--- src/rtl/mul_port_arbiter_pkg.sv ---
// mdu_pkg: shared types and constants for the two-port multiplier arbiter.
package mdu_pkg;

  typedef enum logic [1:0] {
    MUL    = 2'b00,
    MULH   = 2'b01,
    MULHSU = 2'b10,
    MULHU  = 2'b11
  } mul_type_e;

  typedef enum logic [1:0] {
    IDLE  = 2'd0,
    ISSUE = 2'd1,
    WAIT  = 2'd2
  } arb_state_e;

  localparam int NUM_MUL_PORTS = 2;

endpackage

--- src/rtl/mul_port_arbiter_if.sv ---
// mul_port_arbiter_if: requester ports, response slots and the multiplier
// handshake. slave = arbiter side, master = requesters plus multiplier.
interface mul_port_arbiter_if import mdu_pkg::*; #(
  parameter int TAG_W = 5
);
  logic [NUM_MUL_PORTS-1:0]            req_valid;
  logic [NUM_MUL_PORTS-1:0]            req_ready;
  logic [NUM_MUL_PORTS-1:0][1:0]       req_type;
  logic [NUM_MUL_PORTS-1:0][31:0]      req_rs1;
  logic [NUM_MUL_PORTS-1:0][31:0]      req_rs2;
  logic [NUM_MUL_PORTS-1:0][TAG_W-1:0] req_tag;
  logic [NUM_MUL_PORTS-1:0]            rsp_valid;
  logic [NUM_MUL_PORTS-1:0]            rsp_ready;
  logic [NUM_MUL_PORTS-1:0][31:0]      rsp_data;
  logic [NUM_MUL_PORTS-1:0][TAG_W-1:0] rsp_tag;
  logic [NUM_MUL_PORTS-1:0]            flush;
  logic                                mul_in_valid;
  logic [1:0]                          mul_type;
  logic [31:0]                         mul_multiplicand;
  logic [31:0]                         mul_multiplier;
  logic                                cpu_busy;
  logic [31:0]                         mul_out;
  logic                                mul_out_valid;
  logic                                mul_busy;

  modport slave (
    input  req_valid, req_type, req_rs1, req_rs2, req_tag, rsp_ready, flush,
           mul_out, mul_out_valid, mul_busy,
    output req_ready, rsp_valid, rsp_data, rsp_tag,
           mul_in_valid, mul_type, mul_multiplicand, mul_multiplier, cpu_busy
  );

  modport master (
    output req_valid, req_type, req_rs1, req_rs2, req_tag, rsp_ready, flush,
           mul_out, mul_out_valid, mul_busy,
    input  req_ready, rsp_valid, rsp_data, rsp_tag,
           mul_in_valid, mul_type, mul_multiplicand, mul_multiplier, cpu_busy
  );

endinterface

--- src/rtl/mul_rr_arbiter.sv ---
// mul_rr_arbiter: 2-way grant logic. Round-robin when MUL_ARB_RR_EN is
// defined, otherwise fixed priority with port 0 winning.
// rdy_o[i] never depends on req_i[i], only on availability and the other
// port's eligibility, so requesters may wait on ready before asserting valid.
module mul_rr_arbiter import mdu_pkg::*; (
`ifdef MUL_ARB_RR_EN
  input  logic                     clk,
  input  logic                     rst,
`endif
  input  logic [NUM_MUL_PORTS-1:0] avail_i,
  input  logic [NUM_MUL_PORTS-1:0] req_i,
  output logic [NUM_MUL_PORTS-1:0] rdy_o,
  output logic [NUM_MUL_PORTS-1:0] gnt_o
);
  logic [NUM_MUL_PORTS-1:0] elig;
  logic                     prio0;

  assign elig = avail_i & req_i;

`ifdef MUL_ARB_RR_EN
  // ptr_q holds the index of the last granted port; reset 1 so port 0 goes first.
  logic ptr_q, ptr_d;
  assign ptr_d = (|gnt_o) ? gnt_o[1] : ptr_q;
  assign prio0 = ptr_q;

  // last-grant pointer, moved on every accept
  always_ff @(posedge clk) begin
    if (rst) ptr_q <= 1'b1;
    else     ptr_q <= ptr_d;
  end
`else
  assign prio0 = 1'b1;
`endif

  assign rdy_o[0] = avail_i[0] & (prio0  | ~elig[1]);
  assign rdy_o[1] = avail_i[1] & (~prio0 | ~elig[0]);
  assign gnt_o    = rdy_o & req_i;

endmodule

--- src/rtl/mul_port_arbiter.sv ---
// mul_port_arbiter: shares one radix-4 multiplier between two requester
// ports, with a one-entry response slot per port and per-port flush.
// Build option: MUL_ARB_RR_EN selects round-robin arbitration.
module mul_port_arbiter import mdu_pkg::*; #(
  parameter int TAG_W = 5
) (
  input logic               clk,
  input logic               rst,
  mul_port_arbiter_if.slave bus
);
  arb_state_e                          state_q, state_d;
  mul_type_e                           type_q;
  logic [31:0]                         rs1_q, rs2_q;
  logic [TAG_W-1:0]                    tag_q;
  logic                                owner_q;
  logic                                killed_q;
  logic [NUM_MUL_PORTS-1:0]            rsp_valid_q;
  logic [NUM_MUL_PORTS-1:0][31:0]      rsp_data_q;
  logic [NUM_MUL_PORTS-1:0][TAG_W-1:0] rsp_tag_q;

  logic                                can_grant, accept, gidx, capture, issue_pulse;
  logic [NUM_MUL_PORTS-1:0]            avail, rdy, gnt;

  // A port may be granted only when idle, the multiplier is free, its slot is
  // empty and it is not being flushed.
  assign can_grant = (state_q == IDLE) & ~bus.mul_busy & ~rst;
  assign avail     = {NUM_MUL_PORTS{can_grant}} & ~rsp_valid_q & ~bus.flush;
  assign accept    = |gnt;
  assign gidx      = gnt[1];

  mul_rr_arbiter u_arb (
`ifdef MUL_ARB_RR_EN
    .clk     (clk),
    .rst     (rst),
`endif
    .avail_i (avail),
    .req_i   (bus.req_valid),
    .rdy_o   (rdy),
    .gnt_o   (gnt)
  );

  // Result is dropped if the owner was flushed earlier or in the capture cycle.
  assign capture = (state_q == WAIT) & bus.mul_out_valid & ~killed_q & ~bus.flush[owner_q];

  // FSM next state and the one-cycle start pulse
  always_comb begin
    state_d     = state_q;
    issue_pulse = 1'b0;
    case (state_q)
      IDLE:    if (accept) state_d = ISSUE;
      ISSUE: begin
        issue_pulse = 1'b1;
        state_d     = WAIT;
      end
      WAIT:    if (bus.mul_out_valid) state_d = IDLE;
      default: state_d = IDLE;
    endcase
  end

  // FSM state register
  always_ff @(posedge clk) begin
    if (rst) state_q <= IDLE;
    else     state_q <= state_d;
  end

  // Operand/tag/owner latch on accept; kill flag for flushed in-flight work
  always_ff @(posedge clk) begin
    if (rst) begin
      type_q   <= MUL;
      rs1_q    <= '0;
      rs2_q    <= '0;
      tag_q    <= '0;
      owner_q  <= 1'b0;
      killed_q <= 1'b0;
    end else if (accept) begin
      type_q   <= mul_type_e'(bus.req_type[gidx]);
      rs1_q    <= bus.req_rs1[gidx];
      rs2_q    <= bus.req_rs2[gidx];
      tag_q    <= bus.req_tag[gidx];
      owner_q  <= gidx;
      killed_q <= 1'b0;
    end else if ((state_q != IDLE) && bus.flush[owner_q]) begin
      killed_q <= 1'b1;
    end
  end

  // Response slots: drained by consumer or flush, filled on capture. The owner
  // slot is always empty at capture, so the fill never races a drain.
  always_ff @(posedge clk) begin
    if (rst) begin
      rsp_valid_q <= '0;
      rsp_data_q  <= '0;
      rsp_tag_q   <= '0;
    end else begin
      for (int i = 0; i < NUM_MUL_PORTS; i++)
        if (bus.rsp_ready[i] || bus.flush[i]) rsp_valid_q[i] <= 1'b0;
      if (capture) begin
        rsp_valid_q[owner_q] <= 1'b1;
        rsp_data_q[owner_q]  <= bus.mul_out;
        rsp_tag_q[owner_q]   <= tag_q;
      end
    end
  end

  assign bus.req_ready        = rdy;
  assign bus.rsp_valid        = rsp_valid_q;
  assign bus.rsp_data         = rsp_data_q;
  assign bus.rsp_tag          = rsp_tag_q;
  assign bus.mul_in_valid     = issue_pulse;
  assign bus.mul_type         = type_q;
  assign bus.mul_multiplicand = rs1_q;
  assign bus.mul_multiplier   = rs2_q;
  // The result is always taken on the first DONE cycle, so never stall it.
  assign bus.cpu_busy         = 1'b0;

endmodule

--- src/flat_wrapper.sv ---
// flat-port wrapper written by rule: the top's interface ports become plain ports
module mul_port_arbiter_flat import mdu_pkg::*;
#(
  parameter int TAG_W = 5
)
  (clk, rst, bus_req_valid, bus_req_type, bus_req_rs1, bus_req_rs2, bus_req_tag, bus_rsp_ready, bus_flush, bus_mul_out, bus_mul_out_valid, bus_mul_busy, bus_req_ready, bus_rsp_valid, bus_rsp_data, bus_rsp_tag, bus_mul_in_valid, bus_mul_type, bus_mul_multiplicand, bus_mul_multiplier, bus_cpu_busy);
  mul_port_arbiter_if #(.TAG_W(TAG_W)) bus_i ();
  input logic clk;
  input logic rst;
  input wire logic [$bits(bus_i.req_valid)-1:0] bus_req_valid;
  input wire logic [$bits(bus_i.req_type)-1:0] bus_req_type;
  input wire logic [$bits(bus_i.req_rs1)-1:0] bus_req_rs1;
  input wire logic [$bits(bus_i.req_rs2)-1:0] bus_req_rs2;
  input wire logic [$bits(bus_i.req_tag)-1:0] bus_req_tag;
  input wire logic [$bits(bus_i.rsp_ready)-1:0] bus_rsp_ready;
  input wire logic [$bits(bus_i.flush)-1:0] bus_flush;
  input wire logic [$bits(bus_i.mul_out)-1:0] bus_mul_out;
  input wire logic [$bits(bus_i.mul_out_valid)-1:0] bus_mul_out_valid;
  input wire logic [$bits(bus_i.mul_busy)-1:0] bus_mul_busy;
  output wire logic [$bits(bus_i.req_ready)-1:0] bus_req_ready;
  output wire logic [$bits(bus_i.rsp_valid)-1:0] bus_rsp_valid;
  output wire logic [$bits(bus_i.rsp_data)-1:0] bus_rsp_data;
  output wire logic [$bits(bus_i.rsp_tag)-1:0] bus_rsp_tag;
  output wire logic [$bits(bus_i.mul_in_valid)-1:0] bus_mul_in_valid;
  output wire logic [$bits(bus_i.mul_type)-1:0] bus_mul_type;
  output wire logic [$bits(bus_i.mul_multiplicand)-1:0] bus_mul_multiplicand;
  output wire logic [$bits(bus_i.mul_multiplier)-1:0] bus_mul_multiplier;
  output wire logic [$bits(bus_i.cpu_busy)-1:0] bus_cpu_busy;
  assign bus_i.req_valid = bus_req_valid;
  assign bus_i.req_type = bus_req_type;
  assign bus_i.req_rs1 = bus_req_rs1;
  assign bus_i.req_rs2 = bus_req_rs2;
  assign bus_i.req_tag = bus_req_tag;
  assign bus_i.rsp_ready = bus_rsp_ready;
  assign bus_i.flush = bus_flush;
  assign bus_i.mul_out = bus_mul_out;
  assign bus_i.mul_out_valid = bus_mul_out_valid;
  assign bus_i.mul_busy = bus_mul_busy;
  assign bus_req_ready = bus_i.req_ready;
  assign bus_rsp_valid = bus_i.rsp_valid;
  assign bus_rsp_data = bus_i.rsp_data;
  assign bus_rsp_tag = bus_i.rsp_tag;
  assign bus_mul_in_valid = bus_i.mul_in_valid;
  assign bus_mul_type = bus_i.mul_type;
  assign bus_mul_multiplicand = bus_i.mul_multiplicand;
  assign bus_mul_multiplier = bus_i.mul_multiplier;
  assign bus_cpu_busy = bus_i.cpu_busy;
  mul_port_arbiter #(.TAG_W(TAG_W)) u_core (.clk(clk), .rst(rst), .bus(bus_i));
endmodule
--- config.mk ---
export PLATFORM = sky130hd
export DESIGN_NAME = mul_port_arbiter_flat
export DESIGN_NICKNAME = d
export VERILOG_FILES = /design/src/rtl/mul_port_arbiter_pkg.sv /design/src/rtl/mul_port_arbiter_if.sv /design/src/rtl/mul_rr_arbiter.sv /design/src/rtl/mul_port_arbiter.sv /design/src/flat_wrapper.sv
export SDC_FILE = /design/constraint.sdc
export NUM_CORES = 1
export LEC_CHECK = 0
export BUFFER_PORTS_ARGS = -buffer_cell sky130_fd_sc_hd__buf_2
export CORE_AREA = 2 2 129 131
export CTS_CLUSTER_DIAMETER = 50
export DETAILED_ROUTE_END_ITERATION = 7
export DIE_AREA = 0 0 131 133
export GPL_TIMING_DRIVEN = 0
export PLACE_DENSITY_LB_ADDON = 0.2
export SLEW_MARGIN = 30
export SYNTH_ARGS = -nofsm -noshare
export SYNTH_HDL_FRONTEND = slang
export SYNTH_HIERARCHICAL = 1
export SYNTH_SLANG_ARGS = --single-unit
--- constraint.sdc ---
create_clock -name clk -period 5.6 [get_ports clk]
set_input_delay 0.56 -clock clk [delete_from_list [all_inputs] [get_ports clk]]
set_output_delay 0.56 -clock clk [all_outputs]
set_load 0.02 [all_outputs]
Word-level counts from Yosys, hierarchy flattened
Index checks and enable logic that the tools add are counted. W data, S select, Z words.

Flip-flop bits (word level): 151. Input port bits: 184. Output and inout port bits: 146. Logic and storage cells: 73.

Order comparisons: 3. Equal/unequal tests: 4. Multiplexer cells: 27. Bitwise gates (word level): 18. Reduce and logical (&&, ||, !) cells: 9.

Operator list (number): $mux W32 (5); $bwmux W64 (1); $demux W32 S1 (1); $mux W5 (3); $bwmux W10 (1); $mux W2 (5); $mux W1 (8); $and A1 B1 Y1 (7); $and A2 B2 Y2 (3); $pmux W2 S3 (1); $demux W5 S1 (1); $not A1 Y1 (5); $lt A1 B2 Y1 const B (2); $not A2 Y2 (2); $reduce_or A3 Y1 (1); $eq A2 B1 Y1 const B (1); $eq A2 B2 Y1 const B (1); $logic_and A1 B1 Y1 (2); $logic_not A2 Y1 (1); $logic_or A1 B1 Y1 (2); $ne A2 B1 Y1 const B (1); $ne A2 B2 Y1 const B (1); $or A2 B2 Y2 (1); $reduce_and A2 Y1 (1); other kinds (4) (4).

Depth between registers and ports, before layout
Gate-level depths: netlist (run 1).

Word-level depth: 12. Mapped depth: 10. Depth with buffers taken out: 7.

By module
Netlist (run 1), hierarchy kept.

By module, submodules not included: mul_port_arbiter (times used 1, cells an instance 620, area each 6607.6 um2, seq. area each 3022.9 um2); mul_rr_arbiter (times used 1, cells an instance 4, area each 32.5 um2, seq. area each 0.0 um2).

Worst setup path before layout (run 1)
OpenSTA, ideal clock, no wires.

Path kind: input to register. Start point: in rst. End point: reg u_core.rs1_q[0] (netlist: u_core/bus.mul_multiplicand[0]). Library setup time: 0.128 ns. Arrival time: 2.703 ns. Data required time: 5.472 ns. Path slack: 2.769 ns. Cell stages on the path: 10. Buffers on the path: 4. Cell sequence: buf_2 -> clkbuf_1 -> or3_1 -> nor3_1 -> and2_2 -> clkbuf_1 -> buf_2 -> mux2_2 -> mux2i_1 -> nor2_1.

Elaborated cells on any way between the ends: 11. Classes of those cells: mux: 2; bitwise: 8; reduce/logical: 1.

RTL lines: from (decl) (line flat_wrapper.sv:9) `input logic rst;`; $not A1 Y1 (line mul_port_arbiter.sv:26) `assign can_grant = (state_q == IDLE) & ~bus.mul_busy & ~rst;`; $and A1 B1 Y1 (line mul_port_arbiter.sv:26); $and A2 B2 Y2 (2 in series) (line mul_port_arbiter.sv:27) `assign avail = {NUM_MUL_PORTS{can_grant}} & ~rsp_valid_q & ~bus.flush;`; named net u_core.avail[0] (line mul_port_arbiter.sv:22) `logic [NUM_MUL_PORTS-1:0] avail, rdy, gnt;`; $and A2 B2 Y2 (line mul_rr_arbiter.sv:37) `assign gnt_o = rdy_o & req_i;`; named net u_core.gnt[0] (line mul_port_arbiter.sv:22); $reduce_or A2 Y1 (line mul_port_arbiter.sv:28) `assign accept = |gnt;`; to (signal assigned) (line mul_port_arbiter.sv:77) `rs1_q <= bus.req_rs1[gidx];`; to (decl) (line mul_port_arbiter.sv:13) `logic [31:0] rs1_q, rs2_q;`.

The timed path passes the listed nets, and every way through them passes these cells. The select of a mux whose other input is x is not followed. A chain may end at the register's enable or synchronous reset.

Final worst setup path (run 1)
Start point: reg u_core.state_q[1]. End point: reg u_core.rs1_q[19] (netlist: u_core/bus.mul_multiplicand[19]).

Elaborated cells on any way between the ends: 12. Classes of those cells: mux: 2; bitwise: 8; reduce/logical: 2.

RTL lines: from (decl) (line mul_port_arbiter.sv:11) `arb_state_e state_q, state_d;`; from (signal assigned) (line mul_port_arbiter.sv:63) `else state_q <= state_d;`; $logic_not A2 Y1 (line mul_port_arbiter.sv:26); $and A1 B1 Y1 (2 in series) (line mul_port_arbiter.sv:26); $and A2 B2 Y2 (2 in series) (line mul_port_arbiter.sv:27); named net u_core.avail[0] (line mul_port_arbiter.sv:22); $and A2 B2 Y2 (line mul_rr_arbiter.sv:37); named net u_core.gnt[0] (line mul_port_arbiter.sv:22); $reduce_or A2 Y1 (line mul_port_arbiter.sv:28).

The timed path passes the listed nets, and every way through them passes these cells. The select of a mux whose other input is x is not followed.

==> reports/metrics.yaml, run 1 <==
status:
  outcome: "finished clean"
routing:
  vias_per_cell: 4.625
  antenna_left: 0
  via_count: 5564
  wl_per_cell_microns: 15.44
  drtPass1Iterations: 4
  drtIter0Drc: 169
  drt_wl_total_microns: 18580
  drc: 0
yosys:
  synthCells: 624
  synth_edf_count: 0
  synth.top_cell.area_share_pct: 45.52
  netlist_top_cells_area: "dfxtp_1 46%, mux2i_1 22%, mux2_2 12%"
  synth.most_common_cell: "dfxtp_1"
  ys_seq_elements: 151
  async_flop_share_pct: 0
  ys_top_cells_by_count: "151 x dfxtp_1, 145 x mux2i_1, 111 x nand2b_1"
  synth_cell_type_count: 25
  netlist_area_sq_um: 6640
  synthFlopType: "dfxtp_1"
  yosysTopAreaCell: "dfxtp_1"
  ys_warn_count: 6
  ys_seq_area_share_pct: 45.52
  synth_fp_nets: 808
  synth.avg_cell_area_sq_um: 10.64
finish:
  area_delta_synth_final_pct: 37.65
  diodes: 0
  fin_nets: 1154
  area.sequential_sq_um: 3023
  multi_input_area_sq_um: 3381
  drive_gt1_share_pct: 46.29
  fillers: 1490
  final_area_sq_um: 9140
critical_path:
  end_kind: "flop"
  crit_slowest_cell: "clkbuf_1"
  critPathBufInv: 2
  r2r-start: "u_core/state_q[1]$_SDFFE_PP0P_"
  cpLargestDelayFamily: "simple AND/OR/NAND/NOR gates"
  crit_fanout: 10
  crit_chain: "or2_2 -> or3_1 -> nor3_1 -> and2_2 -> clkbuf_1 -> buf_2 -> mux2_2 -> mux2i_1 -> nor2_1"
  worstPathArrival_ps: 3420
  cp_data_required_time_ps: 5880
  crit_path_start_kind: "flop"
  path_class: "flop to flop"
  critPathMaxStageDelay_ps: 490
  startpoint: "u_core/state_q[1]$_SDFFE_PP0P_"
timing:
  fin_setup_tns_ps: 0
  setup_violations: 0
  worst_slew_pin_slew_ps: 681.8
  skew_ps: 8.833
  fmax_mhz: 319.1
  layout_worst_path_cycle_share_pct: 55.96
  final_hold_viol_count: 0
  finalMaxSlewViolations: 0
  slew_headroom_pct: 54.55
  period_minus_slack_ps: 3134
  rsz0062_at_grt: "no"
placed_design:
  place_hpwl_microns: 14260
  port_buffers: 327
  place.gp.congestion: 0.8059
  post_dp_cell_area_sq_um: 8552
clock_tree:
  hold_buffers: 0
  insertion_delay_ps: 410
  cts_setup_buffers: 0
  clkTransAtPathRegs_ps: 60
  ctsResizeCount: 0
  cts_buffers: 17
  clk_root_buffer_cell: "clkbuf_16"
  clockBufferDepth: 2
  htreeDepth: 4
  numClockSinks: 151
  cts_tree: "built"
floorplanning:
  design.portCount: 330
  fp.dieW_microns: 131
  row_count: 47
  die_area_sq_um: 17420
  start_util_pct: 41.06
  die_height_microns: 133
  coreArea_sq_um: 16170
power_and_ir_drop:
  power.leakage_nw: 4.463
  powerDensity_nw_per_um2: 272.6
  power_frac_seq_pct: 44.5
  share_comb_of_total_power_pct: 9.8
  swShare_pct: 22.72
  clkPwrFrac_pct: 45.8
  power.internal_mw: 1.925
  ir_drop_uv: 195.5
  report.power.total_mw: 2.491
  p_switching_mw: 0.5661
grt:
  antenna_found_initial: 1
  grt_usage_pct: 20.94
  grt_pass1_wl_microns: 28400
  grt_pass1_vias: 5720
  grt_overflow: 0
  grt_max_degree: 17
min_path:
  min_path_type: "input pin to flop"
  hold_start: "bus_req_type[3]"
run:
  maxCapViolCount: 0
## tightest hold or removal path: cells and delay by family
kind,cells,cell delay [ps]
mux,1,50
buf+inv,1,70
simple gates,1,70
## through the flow
| step | utilization, % | cells | setup slack (ps) | hold WS, ps |
|---|---|---|---|---|
| floorplan | - | 624 | 2769 | 470.0 |
| global placement | 52.88 | 1171 | 2037 | 456.4 |
| detailed placement | 52.88 | 1171 | 1996 | 462.4 |
| CTS | 56.52 | 1203 | 2447 | 361.8 |
| global route | 56.52 | 1203 | 2264 | 370.8 |
| finish | 56.52 | 1203 | 2466 | 378.0 |
## final timing paths
path | end | slack (ps) | depth (start not counted)
max | u_core/bus.mul_multiplicand[19]$_SDFFE_PP0P_ | 2470 | 9
min | u_core/bus.mul_type[1]$_SDFFE_PP0P_ | 380 | 3
max reg2reg | u_core/bus.mul_multiplicand[19]$_SDFFE_PP0P_ | 2470 | 9
min reg2reg | u_core/bus.rsp_data[18]$_SDFFE_PP0P_ | 460 | 2
## metal layers
metal  vias to the layer above  GRT usage, %  share of wire [%]
met5                         -             0              0.070
met4                         2         8.924                2.5
met3                        35         6.591                7.5
met2                       207         36.21                 49
met1                      2527         23.42                 40
li1                       2793             -                  -
## cells by family (layout without fill, tap and decap cells)
| kind of cell | count (synthesis) | count (layout) | share of synthesized area (%) |
|---|---|---|---|
| multiplexers | 217 | 217 | 34.07 |
| AND/OR/NAND/NOR | 201 | 201 | 16.24 |
| buffers and inverters | 49 | 408 | 3.561 |
| flip-flops | 151 | 151 | 45.52 |
| other | 1 | 1 | 0.05647 |
| AO/OA/AOI/OAI | 5 | 5 | 0.5464 |
## placed cells by master (no fill, tap or decap)
| cell | count |
|---|---|
| or3b_1 | 1 |
| or3_1 | 1 |
| or2_2 | 1 |
| o21ba_2 | 1 |
| buf_4 | 2 |
| clkinv_4 | 2 |
| clkbuf_8 | 4 |
| a21oi_1 | 3 |
| clkbuf_16 | 17 |
| nor2b_1 | 1 |
| nor3b_1 | 2 |
| conb_1 | 1 |
| mux2_2 | 72 |
| nor4_1 | 1 |
| buf_2 | 345 |
| nor3_1 | 4 |
| nor2_1 | 75 |
| nand2b_1 | 111 |
| buf_6 | 3 |
| and2_1 | 1 |
| dfxtp_1 | 151 |
| clkinv_2 | 3 |
| and2_2 | 1 |
| bufinv_16 | 2 |
| clkbuf_1 | 29 |
| mux2i_1 | 145 |
| or3b_2 | 1 |
| nand4bb_1 | 1 |
| inv_1 | 1 |
| a21boi_2 | 1 |
## layout make-up
class / count / share of cell area (%)
Buffer: 48 / 2.546
Clock buffer: 25 / 5.421
Clock inverter: 7 / 1.013
Inverter: 1 / 0.04107
Multi-Input combinational cell: 424 / 36.99
Sequential cell: 151 / 33.07
Tap cell: 220 / 3.012
Timing Repair Buffer: 327 / 17.91
## power by group through the flow
stage	Combinational, mW	Clock (mW)	Sequential [mW]
after floorplan	0.111	0	1.15
after detailed placement	0.245	0	1.13
after global placement	0.243	0	1.13
after CTS	0.246	1.17	1.11
after global routing	0.267	1.21	1.11
final	0.244	1.14	1.11
## state kept, by name, indices dropped and copies added, names as in the netlist
register,count
u_core/bus.mul_type,2
u_core/state_q,2
u_core/killed_q,1
u_core/bus.mul_multiplier,32
u_core/bus.rsp_valid,2
u_core/bus.mul_multiplicand,32
u_core/tag_q,5
u_core/owner_q,1
u_core/bus.rsp_tag,10
u_core/bus.rsp_data,64
No activity file was read; power rests on OpenSTA's default activity.
==> inputs of run 2 (changes only) <==
ABC_AREA = 1   (was default)
CORE_AREA = default   (was 2 2 129 131)
CORE_MARGIN = 2   (was default)
CORE_UTILIZATION = 42   (was default)
DIE_AREA = default   (was 0 0 131 133)
clock period = 2.6 ns   (was 5.6 ns; I/O delays follow)
==> reports/metrics.yaml, run 2 <==
routing:
  drtPass1Iterations: 5  # +1
  drt_wl_total_microns: 21780  # +17%
  antenna_left: 0  # unchanged
  vias_per_cell: 4.464  # -3.5%
  drtIter0Drc: 311  # +84%
  wl_per_cell_microns: 12.91  # -16%
  via_count: 7530  # +35%
  drc: 0  # unchanged
critical_path:
  cp_data_required_time_ps: 2950  # -2930 ps
  crit_path_start_kind: "input pin"
  crit_fanout: 10  # unchanged
  end_kind: "flop"
  path_class: "input pin to flop"
  worstPathArrival_ps: 2650  # -770 ps
timing:
  worst_slew_pin_slew_ps: 581.3  # -100.5 ps
  whs_ps: 92.90  # -285.1 ps
  final_hold_viol_count: 0  # unchanged
  period_minus_slack_ps: 2302
  setup_violations: 0  # unchanged
  fin_ws_ps: 298.3  # -2168 ps
  layout_worst_path_cycle_share_pct: 88.53
  finalMaxSlewViolations: 0  # unchanged
  fmax_mhz: 434.5
  slew_headroom_pct: 61.25  # +6.7 points
  rsz0062_at_grt: "no"
  skew_ps: 6.244  # -2.589 ps
  fin_setup_tns_ps: 0  # unchanged
clock_tree:
  insertion_delay_ps: 420  # about the same
  cts_setup_buffers: 0  # unchanged
  clockBufferDepth: 2  # unchanged
  hold_buffers: 0  # unchanged
  clk_root_buffer_cell: "clkbuf_16"
  numClockSinks: 151  # unchanged
  htreeDepth: 4  # unchanged
  ctsResizeCount: 0  # unchanged
  clkTransAtPathRegs_ps: 60  # about the same
  cts_tree: "built"
  cts_buffers: 17  # unchanged
floorplanning:
  fp.dieW_microns: 133.1  # +1.6%
  coreArea_sq_um: 16410  # +1.5%
  row_count: 47  # unchanged
  die_height_microns: 133.1  # about the same
  die_area_sq_um: 17710  # +1.7%
  start_util_pct: 42.66  # +1.6 points
  design.portCount: 330  # unchanged
placed_design:
  place.gp.congestion: 0.8537  # +5.9%
  port_buffers: 327  # unchanged
  dpl_worst_slack_ps: -184.9  # -2181 ps
  post_dp_cell_area_sq_um: 8911  # +4.2%
  placedCellCount: 1655  # +41%
  place_hpwl_microns: 16730  # +17%
grt:
  grt_max_degree: 17  # unchanged
  grt_usage_pct: 24.44  # +3.5 points
  antenna_found_initial: 1  # unchanged
  grt_pass1_vias: 7088  # +24%
  grt_pass1_wl_microns: 34320  # +21%
  grt_overflow: 0  # unchanged
finish:
  final_common_cell: "nand2_1"
  fin_nets: 1638  # +42%
  final_area_sq_um: 9529  # +4.3%
  most-common-layout-cells: "424 x nand2_1, 354 x buf_2, 216 x inv_1"
  drive_gt1_share_pct: 28.36  # -18 points
  fillers: 1635  # +9.7%
  diodes: 0  # unchanged
  final_util_pct: 58.08  # +1.6 points
  largest_reg_flops: 64  # unchanged
  area_delta_synth_final_pct: 36.15
  final_cells: 1687  # +40%
yosys:
  synth_edf_count: 0  # unchanged
  netlist_top_cells_area: "dfxtp_1 43%, nand2_1 23%, inv_1 12%"
  ys_seq_elements: 151  # unchanged
  synth.avg_cell_area_sq_um: 6.317  # -41%
  synth_cell_type_count: 21  # -16%
  synth_fp_nets: 1292  # +60%
  async_flop_share_pct: 0  # unchanged
  synthCells: 1108  # +78%
  ys_seq_area_share_pct: 43.19  # -2.3 points
  synthFlopType: "dfxtp_1"
  netlist_area_sq_um: 6999  # +5.4%
  synth.top_cell.area_share_pct: 43.19  # -2.3 points
  synth.most_common_cell: "nand2_1"
  ys_top_cells_by_count: "424 x nand2_1, 216 x inv_1, 151 x dfxtp_1"
  yosysTopAreaCell: "dfxtp_1"
  ys_warn_count: 6  # unchanged
status:
  outcome: "finished clean"
power_and_ir_drop:
  power.leakage_nw: 5.296  # +19%
  powerDensity_nw_per_um2: 579.1  # +110%
  ir_drop_uv: 429.5  # +120%
  report.power.total_mw: 5.518  # +120%
min_path:
  min_path_type: "input pin to flop"
run:
  maxCapViolCount: 0  # unchanged
run 2: path summary, 6_finish.rpt:
path	start	endpoint	slack, ps	cells past startpoint
setup / recovery	rst	u_core/bus.mul_multiplier[7]$_SDFFE_PP0P_	300	13
hold / removal	bus_req_rs1[22]	u_core/bus.mul_multiplicand[22]$_SDFFE_PP0P_	90	3
setup reg to reg	u_core/state_q[1]$_SDFFE_PP0P_	u_core/bus.mul_multiplier[7]$_SDFFE_PP0P_	310	13
hold reg to reg	u_core/bus.mul_multiplier[29]$_SDFFE_PP0P_	u_core/bus.mul_multiplier[29]$_SDFFE_PP0P_	460	2
run 2: worst max-delay path, stage by stage:
cell and delay [ps]:
clkbuf_1 200, inv_2 230, buf_2 270, nand2_1 120, nor3_1 370, nand2_2 110, nand2_2 90, nor2_2 40
nor2_1 120, buf_2 270, buf_2 300, nand2_1 90, a31oi_1 170
run 2: area by class of cell:
class,instances,area [sq um],share of cell area (%)
clock buffers,22,474.2,4.976
flip-flops and latches,151,3023,31.72
inverters,223,837.1,8.784
clock inverters,10,143.9,1.510
plain buffers,66,364.1,3.821
repair buffers,327,1637,17.17
well taps,220,275.3,2.889
multi-input cells,668,2775,29.12
run 2: power breakdown:
group | leakage, nW | total (mW) | switching, mW | internal (mW)
Sequential | 1.22 | 2.39 | 0.0261 | 2.36
Combinational | 3.78 | 0.551 | 0.329 | 0.223
Clock | 0.293 | 2.58 | 0.985 | 1.59
run 2: cells by family (layout without fill, tap and decap cells):
group,count (synthesis),count (layout),synth area share [%]
AO/OA/AOI/OAI,52,52,4.326
buffers and inverters,289,648,17.16
flip-flops,151,151,43.19
other,1,1,0.05358
AND/OR/NAND/NOR,615,615,35.27
run 2: layer usage:
| metal | global-route usage [%] | wire length [microns] |
|---|---|---|
| met2 | 42.31 | 10520 |
| met4 | 11.76 | 762 |
| met1 | 27.74 | 8796 |
| met5 | 0 | 13 |
| met3 | 7.078 | 1691 |
==> inputs of run 3 (changes only) <==
GPL_TIMING_DRIVEN = default   (was 0)
==> reports/metrics.yaml, run 3 (synthesized netlist as in run 2, its figures left out) <==
grt:
  grt_pass1_wl_microns: 32810  # -4.4%
  grt_overflow: 0  # unchanged
  antenna_found_initial: 2  # +1
  grt_pass1_vias: 6801  # -4.0%
  grt_max_degree: 100  # +83
  grt_usage_pct: 22.96  # -1.5 points
floorplanning:
  row_count: 47  # unchanged
  design.portCount: 330  # unchanged
  coreArea_sq_um: 16410  # unchanged
  fp.dieW_microns: 133.1  # unchanged
  die_area_sq_um: 17710  # unchanged
  die_height_microns: 133.1  # unchanged
  start_util_pct: 42.66  # unchanged
power_and_ir_drop:
  power.leakage_nw: 5.152  # -2.7%
  swShare_pct: 25.17  # +0.88 points
  clkPwrFrac_pct: 45.6  # -1.1 points
  share_comb_of_total_power_pct: 9.9  # about the same
  powerDensity_nw_per_um2: 577.5  # -0.27%
  power.internal_mw: 4.022  # -3.7%
  ir_drop_uv: 430.7  # +0.27%
  power_frac_seq_pct: 44.4  # +1.1 points
  report.power.total_mw: 5.375  # -2.6%
  p_switching_mw: 1.353  # +0.95%
timing:
  fin_setup_tns_ps: 0  # unchanged
  worst_slew_pin_slew_ps: 774.5  # +193.2 ps
  skew_ps: 9.226  # +2.982 ps
  final_hold_viol_count: 0  # unchanged
  finalMaxSlewViolations: 0  # unchanged
  period_minus_slack_ps: 2132  # -169.8 ps
  setup_violations: 0  # unchanged
  fin_ws_ps: 468.0  # +169.8 ps
  layout_worst_path_cycle_share_pct: 82.00  # -6.5 points
  slew_headroom_pct: 48.36  # -13 points
  fmax_mhz: 469.1  # +8.0%
  rsz0062_at_grt: "no"
placed_design:
  port_buffers: 328  # +0.31%
  place_hpwl_microns: 14510  # -13%
  dpl_worst_slack_ps: 506.9  # +691.8 ps
  place.gp.congestion: 0.8508  # -0.34%
min_path:
  min_path_type: "input pin to flop"
  hold_start: "bus_req_rs2[15]"
critical_path:
  path_class: "flop to flop"
  crit_top_cell: "nand2_1"
  worstPathArrival_ps: 2410  # -240 ps
  r2r-start: "u_core/state_q[1]$_SDFFE_PP0P_"
  cp_data_required_time_ps: 2870  # -80 ps
  end_kind: "flop"
  crit_slowest_cell: "nor2_4"
  crit_chain: "inv_1 -> nand2_1 -> nor2_1 -> nand2_1 -> nor3_1 -> nand2_2 -> nand2_2 -> nor2_4 -> nor2_4 -> inv_1 -> nand2_1 -> a21oi_1"
  critPathMaxStageDelay_ps: 330  # -40 ps
  startpoint: "u_core/state_q[1]$_SDFFE_PP0P_"
  crit_path_start_kind: "flop"
  crit_fanout: 15  # +5
finish:
  most-common-layout-cells: "424 x nand2_1, 328 x buf_2, 216 x inv_1"
  fin_nets: 1589  # -3.0%
  drive_gt1_share_pct: 27.79  # -0.57 points
  final_common_cell: "nand2_1"
  area_delta_synth_final_pct: 32.98
  largest_reg_flops: 64  # unchanged
clock_tree:
  hold_buffers: 0  # unchanged
  cts_buffers: 17  # unchanged
  htreeDepth: 4  # unchanged
  clockBufferDepth: 2  # unchanged
  cts_setup_buffers: 0  # unchanged
  clk_root_buffer_cell: "clkbuf_16"
  insertion_delay_ps: 420  # about the same
  numClockSinks: 151  # unchanged
  cts_tree: "built"
  clkTransAtPathRegs_ps: 60  # about the same
  ctsResizeCount: 0  # unchanged
run:
  maxCapViolCount: 0  # unchanged
routing:
  vias_per_cell: 4.462  # about the same
  drt_wl_total_microns: 20590  # -5.5%
  drtIter0Drc: 354  # +14%
  via_count: 7314  # -2.9%
  antenna_left: 0  # unchanged
  wl_per_cell_microns: 12.56  # -2.7%
  drtPass1Iterations: 5  # unchanged
  drc: 0  # unchanged
status:
  outcome: "finished clean"
-- run 3: changes by cell type in the layout (fill, tap and decap cells not counted), sizes merged --
cell / delta
bufinv: -1
inv: +1
buf: -36
diode: +1
clkbuf: -17
clkinv: +4
-- run 3: metrics by stage --
step	utilization, %	hold WS (ps)	instance area (sq um)	std cells
after floorplan	-	417.3	6999	1108
after global placement	53.10	450.1	8712	1606
after detailed placement	53.10	453.8	8712	1606
after CTS	56.69	75.55	9301	1638
after global routing	56.73	98.29	9308	1639
final	56.73	98.54	9308	1639
-- run 3: area by class of cell --
type	count	area (sq um)
clock inverters	14	150.1
well taps	220	275.3
inverters	223	837.1
flip-flops and latches	151	3023
repair buffers	344	1778
diodes	1	2.502
clock buffers	18	439.2
multi-input cells	668	2803
fillers	1696	7099
-- run 3: routing by layer --
metal / global-route usage [%] / part of all wire (%)
met3: 5.746 / 7.2
met1: 27.36 / 42
met2: 40.01 / 49
met5: 0 / 0.063
met4: 8.688 / 2.4
-- run 3: worst paths after layout --
kind / end / depth (start not counted) / slack [ps]
max reg2reg: u_core/bus.mul_multiplier[23]$_SDFFE_PP0P_ / 12 / 470
min: u_core/bus.mul_multiplier[15]$_SDFFE_PP0P_ / 3 / 100
min reg2reg: u_core/bus.mul_multiplier[18]$_SDFFE_PP0P_ / 2 / 460
max: u_core/bus.mul_multiplier[23]$_SDFFE_PP0P_ / 12 / 470
-- run 3: critical path, delay by kind of cell, from the launching register on --
kind                   cells  cell delay, ps
AOI/OAI and AO/OA          1              80
and+or+nand+nor            9            1210
buffers and inverters      2             390
DFF                        1             310
-- run 3: power by group through the flow --
stage	registers, mW	clock network, mW	logic [mW]
floorplan	2.49	0	0.239
global placement	2.44	0	0.534
detailed placement	2.44	0	0.538
CTS	2.39	2.51	0.538
global route	2.39	2.62	0.594
finish	2.39	2.45	0.534
